==> src/rtl/aes_dec_key_sched.sv <==
// rtl/aes_dec_key_sched.sv - AES-128 inverse-cipher round-key generator, keys 10..0; optional AES_KEY_ZEROIZE_EN
module aes_dec_key_sched #(
    parameter int LENGTH = 128,
    parameter int Nk     = LENGTH / 32,
    parameter int Nr     = 10
) (
    input  logic              clk,
    input  logic              rst_n,
    input  logic              key_valid,
    output logic              key_ready,
    input  logic [LENGTH-1:0] key,
    output logic              rk_valid,
    input  logic              rk_ready,
    output logic [LENGTH-1:0] rk,
    output logic [3:0]        rk_round,
    output logic              rk_last,
    output logic              busy
);

    typedef enum logic [1:0] {IDLE, FWD, OUT} state_t;

    state_t              state_q, state_d;
    logic [3:0]          cnt_q, cnt_d;
    logic [LENGTH-1:0]   rk_q, rk_d;

    logic [31:0] v [4];
    logic [31:0] u0, u1, u2, u3, n0, n1, n2, n3;
    logic [31:0] sw_in, sw_out;
    logic [3:0]  rcon_idx;
    logic [7:0]  rcon;

    function automatic logic [7:0] gf_mul(input logic [7:0] a, input logic [7:0] b);
        logic [7:0] p;
        logic [7:0] aa;
        p  = 8'h00;
        aa = a;
        for (int i = 0; i < 8; i++) begin
            if (b[i]) p = p ^ aa;
            aa = {aa[6:0], 1'b0} ^ (aa[7] ? 8'h1b : 8'h00);
        end
        return p;
    endfunction

    // S-box as GF(2^8) inverse (x^254) followed by the affine map
    function automatic logic [7:0] s_box(input logic [7:0] x);
        logic [7:0] p;
        logic [7:0] r;
        p = x;
        r = 8'h01;
        for (int k = 1; k < 8; k++) begin
            p = gf_mul(p, p);
            r = gf_mul(r, p);
        end
        return r ^ {r[6:0], r[7]} ^ {r[5:0], r[7:6]} ^ {r[4:0], r[7:5]}
                 ^ {r[3:0], r[7:4]} ^ 8'h63;
    endfunction

    function automatic logic [31:0] sub_word(input logic [31:0] w);
        return {s_box(w[31:24]), s_box(w[23:16]), s_box(w[15:8]), s_box(w[7:0])};
    endfunction

    function automatic logic [31:0] rot_word(input logic [31:0] w);
        return {w[23:0], w[31:24]};
    endfunction

    always_comb begin
        for (int i = 0; i < 4; i++) v[i] = 32'h0;
        for (int i = 0; i < Nk; i++) v[i] = rk_q[LENGTH-1-32*i -: 32];

        u3 = v[3] ^ v[2];
        u2 = v[2] ^ v[1];
        u1 = v[1] ^ v[0];

        // One shared sub_word: the inverse path needs RotWord of the regenerated u3
        sw_in  = (state_q == OUT) ? rot_word(u3) : rot_word(v[3]);
        sw_out = sub_word(sw_in);

        rcon_idx = (state_q == FWD) ? cnt_q + 4'd1 : cnt_q;
        case (rcon_idx)
            4'd1:    rcon = 8'h01;
            4'd2:    rcon = 8'h02;
            4'd3:    rcon = 8'h04;
            4'd4:    rcon = 8'h08;
            4'd5:    rcon = 8'h10;
            4'd6:    rcon = 8'h20;
            4'd7:    rcon = 8'h40;
            4'd8:    rcon = 8'h80;
            4'd9:    rcon = 8'h1b;
            4'd10:   rcon = 8'h36;
            default: rcon = 8'h00;
        endcase

        n0 = v[0] ^ sw_out ^ {rcon, 24'h0};
        n1 = n0 ^ v[1];
        n2 = n1 ^ v[2];
        n3 = n2 ^ v[3];
        u0 = v[0] ^ sw_out ^ {rcon, 24'h0};
    end

    always_comb begin
        state_d = state_q;
        cnt_d   = cnt_q;
        rk_d    = rk_q;
        case (state_q)
            IDLE: begin
                if (key_valid) begin
                    rk_d    = key;
                    cnt_d   = 4'd0;
                    state_d = FWD;
                end
            end
            FWD: begin
                // Extra cycle at r==Nr gives the fixed Nr+1 load-to-valid latency
                if (cnt_q == 4'(Nr)) begin
                    state_d = OUT;
                end else begin
                    cnt_d = cnt_q + 4'd1;
                    rk_d  = {n0, n1, n2, n3};
                end
            end
            OUT: begin
                if (rk_ready) begin
                    if (cnt_q == 4'd0) begin
                        state_d = IDLE;
`ifdef AES_KEY_ZEROIZE_EN
                        rk_d    = '0;
`endif
                    end else begin
                        cnt_d = cnt_q - 4'd1;
                        rk_d  = {u0, u1, u2, u3};
                    end
                end
            end
            default: state_d = IDLE;
        endcase
    end

    always_ff @(posedge clk or negedge rst_n) begin
        if (!rst_n) begin
            state_q <= IDLE;
            cnt_q   <= 4'd0;
            rk_q    <= '0;
        end else begin
            state_q <= state_d;
            cnt_q   <= cnt_d;
            rk_q    <= rk_d;
        end
    end

    assign key_ready = (state_q == IDLE);
    assign busy      = (state_q != IDLE);
    assign rk_valid  = (state_q == OUT);
    assign rk_round  = (state_q == OUT) ? cnt_q : 4'd0;
    assign rk_last   = (state_q == OUT) && (cnt_q == 4'd0);
    assign rk        = rk_q;

endmodule

==> config.mk <==
export PLATFORM = sky130hd
export DESIGN_NAME = aes_dec_key_sched
export DESIGN_NICKNAME = d
export VERILOG_FILES = /design/src/rtl/aes_dec_key_sched.sv
export SDC_FILE = /design/constraint.sdc
export NUM_CORES = 2
export LEC_CHECK = 0
export CAP_MARGIN = 20
export CORE_UTILIZATION = 65
export CTS_CLUSTER_DIAMETER = 120
export DETAILED_ROUTE_END_ITERATION = 12
export HOLD_SLACK_MARGIN = 0.06
export MAX_ROUTING_LAYER = met4
export PLACE_DENSITY = 0.81
export SYNTH_ARGS = -nofsm -noshare
export SYNTH_HDL_FRONTEND = slang
export SYNTH_SLANG_ARGS = --single-unit
==> constraint.sdc <==
create_clock -name clk -period 36 [get_ports clk]
set_input_delay 5.4 -clock clk [delete_from_list [all_inputs] [get_ports clk]]
set_output_delay 5.4 -clock clk [all_outputs]
set_load 0.01 [all_outputs]
* Word-level counts from Yosys, hierarchy flattened
Memories as Yosys holds them, arrays and structs flattened.
Index checks and enable logic that the tools add are counted.
** Storage, ports and cells
- Flip-flop bits (word level) :: 134
- Latch bits :: 0
- Bits in writable memories :: 0
- ROM bits :: 128
- Input port bits :: 132
- Output and inout bits :: 136
- Word-level logic and storage cells :: 1636
- Memories kept :: 1
** Memories
- (name not given) :: words 16, width 8, rd ports 1, clocked after Yosys merged registers in 0, wr ports 0, line 79 : case (rcon_idx)
** Operators by class
- Add/sub/neg operators :: 2
- $mul :: 0
- Div/mod/pow operators :: 0
- $lt $le $gt $ge :: 0
- Equal/unequal tests :: 9
- Shift-type cells :: 0
- Mux-type cells :: 830
- Bitwise logic cells :: 784
- Reduce and logical (&&, ||, !) cells :: 7
** Operator list (count)
- $mux W8 :: 420
- $xor A8 B8 Y8 :: 380
- $xor A8 B5 Y8 :: 364
- $mux W5 :: 368
- $mux W128 :: 4
- $pmux W128 S3 :: 1
- $xor A32 B32 Y32 :: 8
- $mux W4 :: 10
- $mux W32 :: 1
- $mux W7 :: 4
- $not A1 Y1 const A :: 28
- $mux W6 :: 4
- $mux W2 :: 8
- $not A4 Y4 :: 4
- $mux W3 :: 4
- $pmux W4 S3 :: 1
- $ne A2 B1 Y1 const B :: 3
- $ne A2 B2 Y1 const B :: 3
- $pmux W2 S3 :: 1
- $reduce_and A5 Y1 :: 1
- $add A4 B1 Y4 const B :: 1
- $eq A4 B4 Y1 const B :: 1
- $logic_not A4 Y1 :: 1
- $mux W1 :: 4
- 8 further kinds :: 8

* Logic depth before layout (Yosys ltp)
- Depth after elaboration :: 141
- Gate-level depth with buffers :: 86
- Gate-level depth less buffers :: 63

* Worst setup path after synthesis
Ideal clock, no wire load.
- Path kind :: register to register
- From :: register state_q[0]
- To :: register rk_q[22] (netlist: rk[22])
- Setup time :: 0.111 ns
- Arrival time :: 17.408 ns
- Data required time :: 35.889 ns
- Path slack :: 18.481 ns
- Stages on the path, launching flop included :: 81
- Buffers on the path :: 26
- Period minus slack after synthesis :: 17.519 ns
- Cell sequence :: dfrtp_1 -> inv_1 -> ha_1 -> buf_6 -> buf_8 -> buf_8 -> buf_6 -> buf_6 -> buf_6 -> buf_6 -> buf_6 -> buf_4 -> buf_6 -> buf_4 -> clkbuf_1 -> buf_1 -> buf_1 -> nand2_1 -> [45 not listed] -> a31oi_1 -> xor2_1 -> mux2i_1 -> xnor2_1 -> clkbuf_1 -> nand2b_1 -> xnor2_1 -> xnor2_1 -> xnor2_1 -> xnor2_1 -> xnor2_2 -> xor2_1 -> xnor2_2 -> xor2_1 -> xor2_1 -> xor2_1 -> nor2_1 -> a2111oi_2
** On the way
- Longest elaborated chain between the ends :: 138
- Elaborated cells between the ends (all ways) :: 407
- Classes of those cells :: 6 x eq/ne; 206 x mux; 192 x bitwise; 3 x reduce/logical
** RTL lines
- from (decl) :: line 22 : state_t state_q, state_d;
- from (signal assigned) :: line 144 : state_q <= state_d;
- $eq A2 B2 Y1 *
- named net rk_valid :: line 12 : output logic rk_valid,
- $mux W32 :: line 75 : sw_in = (state_q == OUT) ? rot_word(u3) : rot_word(v[3]);
- $mux W5 :: line 39 : aa = {aa[6:0], 1'b0} ^ (aa[7] ? 8'h1b : 8'h00);
- $xor A8 B5 Y8 :: line 39
- $xor A8 B8 Y8 :: line 38 : if (b[i]) p = p ^ aa;
- $mux W8 :: line 38
- $xor A8 B8 Y8 :: line 38
- [122 not listed]
- $xor A8 B8 Y8 :: line 55 : ^ {r[3:0], r[7:4]} ^ 8'h63;
- $not A4 Y4 (no source line)
- $xor A32 B32 Y32 (2 in a row) :: line 93 : n0 = v[0] ^ sw_out ^ {rcon, 24'h0};
- $xor A32 B32 Y32 :: line 94 : n1 = n0 ^ v[1];
- $xor A32 B32 Y32 :: line 95 : n2 = n1 ^ v[2];
- $xor A32 B32 Y32 :: line 96 : n3 = n2 ^ v[3];
- $mux W128 :: line 114 : if (cnt_q == 4'(Nr)) begin
- $pmux W128 S3 :: line 104 : case (state_q)
- to (signal assigned) :: line 146 : rk_q <= rk_d;
- to (decl) :: line 24 : logic [LENGTH-1:0] rk_q, rk_d;
Mark *: on every way through the listed nets, which the timed path passes. The rest lies on a longest branch. The select of a mux whose other input is x is not followed.
A chain may end at the register's enable or synchronous reset.

* Worst setup path after layout
- From :: register state_q[0]
- To :: register rk_q[85] (netlist: rk[85])
** On the way
- Longest elaborated chain between the ends :: 136
- Elaborated cells between the ends (all ways) :: 405
- Classes of those cells :: 6 x eq/ne; 206 x mux; 190 x bitwise; 3 x reduce/logical
** RTL lines
- $eq A2 B2 Y1 :: line 75, 104
- $mux W32 :: line 75
- $mux W5 (tied with other cells) :: line 39
- $xor A8 B5 Y8 or $xor A8 B8 Y8 (tied branches) :: line 39, 38
- $xor A8 B8 Y8 or $mux W8 (tied branches) :: line 38
- $mux W8 or $xor A8 B8 Y8 (tied branches) :: line 38
- $xor A8 B8 Y8 or $mux W8 (tied branches) :: line 38
- $mux W8 or $xor A8 B8 Y8 (tied branches) :: line 38
- [117 not listed]
- $mux W8 :: line 38
- $xor A8 B8 Y8 (3 in a row) :: line 54 : return r ^ {r[6:0], r[7]} ^ {r[5:0], r[7:6]} ^ {r[4:0], r[7:5]}
- $xor A8 B8 Y8 :: line 55
- $not A4 Y4 (no source line)
- $xor A32 B32 Y32 (2 in a row) :: line 93
- $xor A32 B32 Y32 :: line 94
- $mux W128 :: line 114
- $pmux W128 S3 :: line 104
Parallel ways exist; a longest one is shown, timed or not. The select of a mux whose other input is x is not followed.

==> run_results.csv <==
group,metric,value,unit
clock_network,cts_tree,"yes",
timing,setup_total_negative_slack,0,ns
global_route,track_usage,42.03,%
timing,worst_slack,14.97,ns
critical_path,end_kind,"flop",
global_route,global_route.usage.met1,54.77,%
critical_path,cp_data_arrival_time,21.32,ns
layout,mostFrequentLayoutCell,"sky130_fd_sc_hd__xnor2_1",
clock_network,post_cts_resized,0,
timing,finalHoldViolCount,0,
clock_network,total_of_hold_buffers_inserted_after_clock_tree_synthesis,0,
synth,syn_avg_cell_area,7.591,um2
synth,synthesis.area,71980,um2
die,die_area,112100,um2
global_route,sum_of_overflow_across_all_layers_after_global_routing,0,
drt,drt_pass1_iterations,7,
die,start_util,65.85,%
timing,final.min_clock_period,21.03,ns
timing,final_clock_period_utilization_by_the_worst_path,58.40,%
timing,slew_headroom,24.09,%
drt,ant_nets,0,
clock_network,clkLatencyLatePin,0.44,ns
synth,synthesis.nets,9645,
synth,synth_edf_count,0,
timing,rsz0062_at_grt,"false",
clock_network,cts.sinks,134,
clock_network,setup_repair_bufs_after_cts,0,
drt,route.final.wire_length,238700,um
run,drv.max_cap_violation_count,0,
die,core_area,109300,um2
place,gp_congestion,1.040,
global_route,grt_pass1_wl,373200,um
critical_path,critical_path_buf_inv_count,6,
drt,wl_per_cell,22.15,um
timing,number_of_setup_violations_in_the_final_report,0,
die,die_width,334.8,um
synth,synth-seq-area-share,4.659,%
layout,fin_nets,9442,
timing,max_clk_rate,47.56,MHz
layout,area.growth.synth_to_final,5.857,%
critical_path,critPathMaxFanout,147,
synth,syn_inst,9482,
die,die_ht,334.8,um
layout,drive_gt1_share,7.932,%
drt,detailroute.via_count,71550,
global_route,via_count_of_the_first_global_routing_pass,65450,
synth,synthArstFlopShare,100.0,%
global_route,antenna_found_initial,4,
clock_network,cts_max_path_bufs,2,
critical_path,cp_slowest_cell,"sky130_fd_sc_hd__xnor3_1",
critical_path,cp_common_cell,"sky130_fd_sc_hd__xnor2_1",
critical_path,max_stage_delay,1.08,ns
place,pre_cts_slack,15.48,ns
timing,worst_pin_slew,1.131,ns
critical_path,timing.critical_path.max_delay_family,"XOR/XNOR gates",
critical_path,critPathLaunchType,"flop",
worst_hold_path,hold_class,"flop to flop",
layout,postLayoutCellArea,76190,um2
critical_path,required,36.30,ns
timing,skew,0.01639,ns
global_route,grt.met2_usage,64.29,%
place,cell_area_after_placement,75510,um2
clock_network,clk_pin_slew,0.07,ns
timing,worst_hold_slack,0.6148,ns
die,fp-row-count,121,
layout,layout.cells.most_common_list,"1512 x sky130_fd_sc_hd__xnor2_1, 1307 x sky130_fd_sc_hd__nor2_1, 861 x sky130_fd_sc_hd__nand2_1",
drt,drt_drc_violations_left,0,
global_route,grt_busiest_layer,"met2",
critical_path,path_class,"flop to flop",
synth,yosys.cell_types.count,122,
place,detailedPlacementHpwl,174100,um
place,numPortBuffers,267,
synth,postSynth.topFlopCell,"sky130_fd_sc_hd__dfrtp_1",
global_route,grt_use_met3,7.049,%
clock_network,root_buffer,"sky130_fd_sc_hd__clkbuf_16",
clock_network,numCtsBuffers,17,
timing,drv_slew,0,
drt,avgViaCountPerCell,6.641,
clock_network,ctsHtreeMaxLevel,4,
die,pin_count,268,
drt,detailedRoute.firstIterationViolations,10120,
run_status,status,"complete, no violations",
global_route,grt_max_degree,148,
synth,synth-warning-count,0,
synth,synth_seq_cells,134,
==> synthesized netlist by cell type (39+ instances only) <==
cell type                  count  area share, %
sky130_fd_sc_hd__xnor2_1    1554             19
sky130_fd_sc_hd__nor2_1     1309            6.8
sky130_fd_sc_hd__nand2_1     862            4.5
sky130_fd_sc_hd__xor2_1      531            6.5
sky130_fd_sc_hd__a21oi_1     513            3.6
sky130_fd_sc_hd__o21ai_0     512            3.6
sky130_fd_sc_hd__clkbuf_1    449            2.3
sky130_fd_sc_hd__xnor3_1     415             13
sky130_fd_sc_hd__nor3_1      267            1.9
sky130_fd_sc_hd__mux2i_1     256            3.6
sky130_fd_sc_hd__nand3_1     204            1.4
sky130_fd_sc_hd__o22ai_1     159            1.4
sky130_fd_sc_hd__buf_2       156            1.1
sky130_fd_sc_hd__dfrtp_1     134            4.7
sky130_fd_sc_hd__xnor2_2     124            2.8
sky130_fd_sc_hd__inv_1       119           0.62
sky130_fd_sc_hd__nand2b_1    105           0.91
sky130_fd_sc_hd__a22oi_1      93           0.97
sky130_fd_sc_hd__a211oi_1     91           0.95
sky130_fd_sc_hd__a31oi_1      78           0.68
sky130_fd_sc_hd__o211ai_1     74           0.77
sky130_fd_sc_hd__nor2b_1      73           0.63
sky130_fd_sc_hd__buf_1        69           0.36
sky130_fd_sc_hd__a221oi_1     62           0.75
sky130_fd_sc_hd__and2_1       57           0.50
sky130_fd_sc_hd__mux2_2       53           0.83
sky130_fd_sc_hd__a32oi_1      51           0.62
sky130_fd_sc_hd__xor3_1       51            1.7
sky130_fd_sc_hd__o21ai_1      49           0.34
sky130_fd_sc_hd__and3_1       46           0.40
sky130_fd_sc_hd__or3_1        46           0.40
sky130_fd_sc_hd__buf_4        45           0.47
sky130_fd_sc_hd__o221ai_1     43           0.52
sky130_fd_sc_hd__xor2_2       43           0.97
sky130_fd_sc_hd__o31ai_1      40           0.42
sky130_fd_sc_hd__o21a_1       39           0.41
==> metal layers <==
metal	vias to the layer above	wire length, um
met5	-	0
met4	0	11620
met3	712	25300
met2	4265	107300
met1	33970	94460
li1	32600	-
==> path summary, 6_finish.rpt <==
check	startpoint	end	slack (ns)	depth (start not counted)
max in group asynchronous	rst_n	cnt_q[3]$_DFFE_PN0P_	29.54	2
hold reg to reg	state_q[1]$_DFFE_PN0P_	state_q[1]$_DFFE_PN0P_	0.61	1
setup / recovery	state_q[0]$_DFFE_PN0P_	rk[85]$_DFFE_PN0P_	14.97	55
min in group asynchronous	rst_n	rk[109]$_DFFE_PN0P_	4.98	1
setup reg to reg	state_q[0]$_DFFE_PN0P_	rk[85]$_DFFE_PN0P_	14.97	55
hold / removal	state_q[1]$_DFFE_PN0P_	state_q[1]$_DFFE_PN0P_	0.61	1
==> worst register-to-register path: cells and delay by family (launching register included) <==
kind	cells	cell delay (ns)
compound gates	6	2.71
xor+xnor	29	11.92
fa+ha+maj	4	2.32
buf+inv	6	1.65
flops	1	0.42
mux	1	0.14
simple gates	9	1.77
==> through the flow <==
stage	util [%]	cells
after floorplan	-	9482
after global placement	69.07	10730
after detailed placement	69.08	10730
after CTS	69.61	10760
after global routing	69.70	10770
final	69.70	10770
==> flip-flops by register name, indices dropped and copies added (netlist names) <==
signal	cells
cnt_q	4
rk	128
state_q	2
==> logic make-up (layout without fill, tap and decap cells) <==
group / count (synthesis) / after routing / synth area share [%]
adders and majority gates: 34 / 34 / 0.5806
and+or+nand+nor: 3175 / 3175 / 19.48
buffers and inverters: 884 / 694 / 5.377
other: 0 / 6 / 0
muxes: 317 / 317 / 4.612
xor gates and xnor gates: 2768 / 2768 / 45.57
DFF: 134 / 134 / 4.659
AOI/OAI and AO/OA: 2170 / 2170 / 19.73
==> layout make-up <==
cell class,count,area [um2]
clock buffer,19,452.9
clock inverter,13,122.6
multi-input combinational,8464,65260
timing repair buffer,521,4608
antenna,6,15.01
inverter,141,529.3
fill,9193,33120
sequential,134,3353
tap,1476,1847
Power is left out: the tool's default activity adds up to more than one toggle a clock period on the data nets, which glitch-free logic cannot reach.
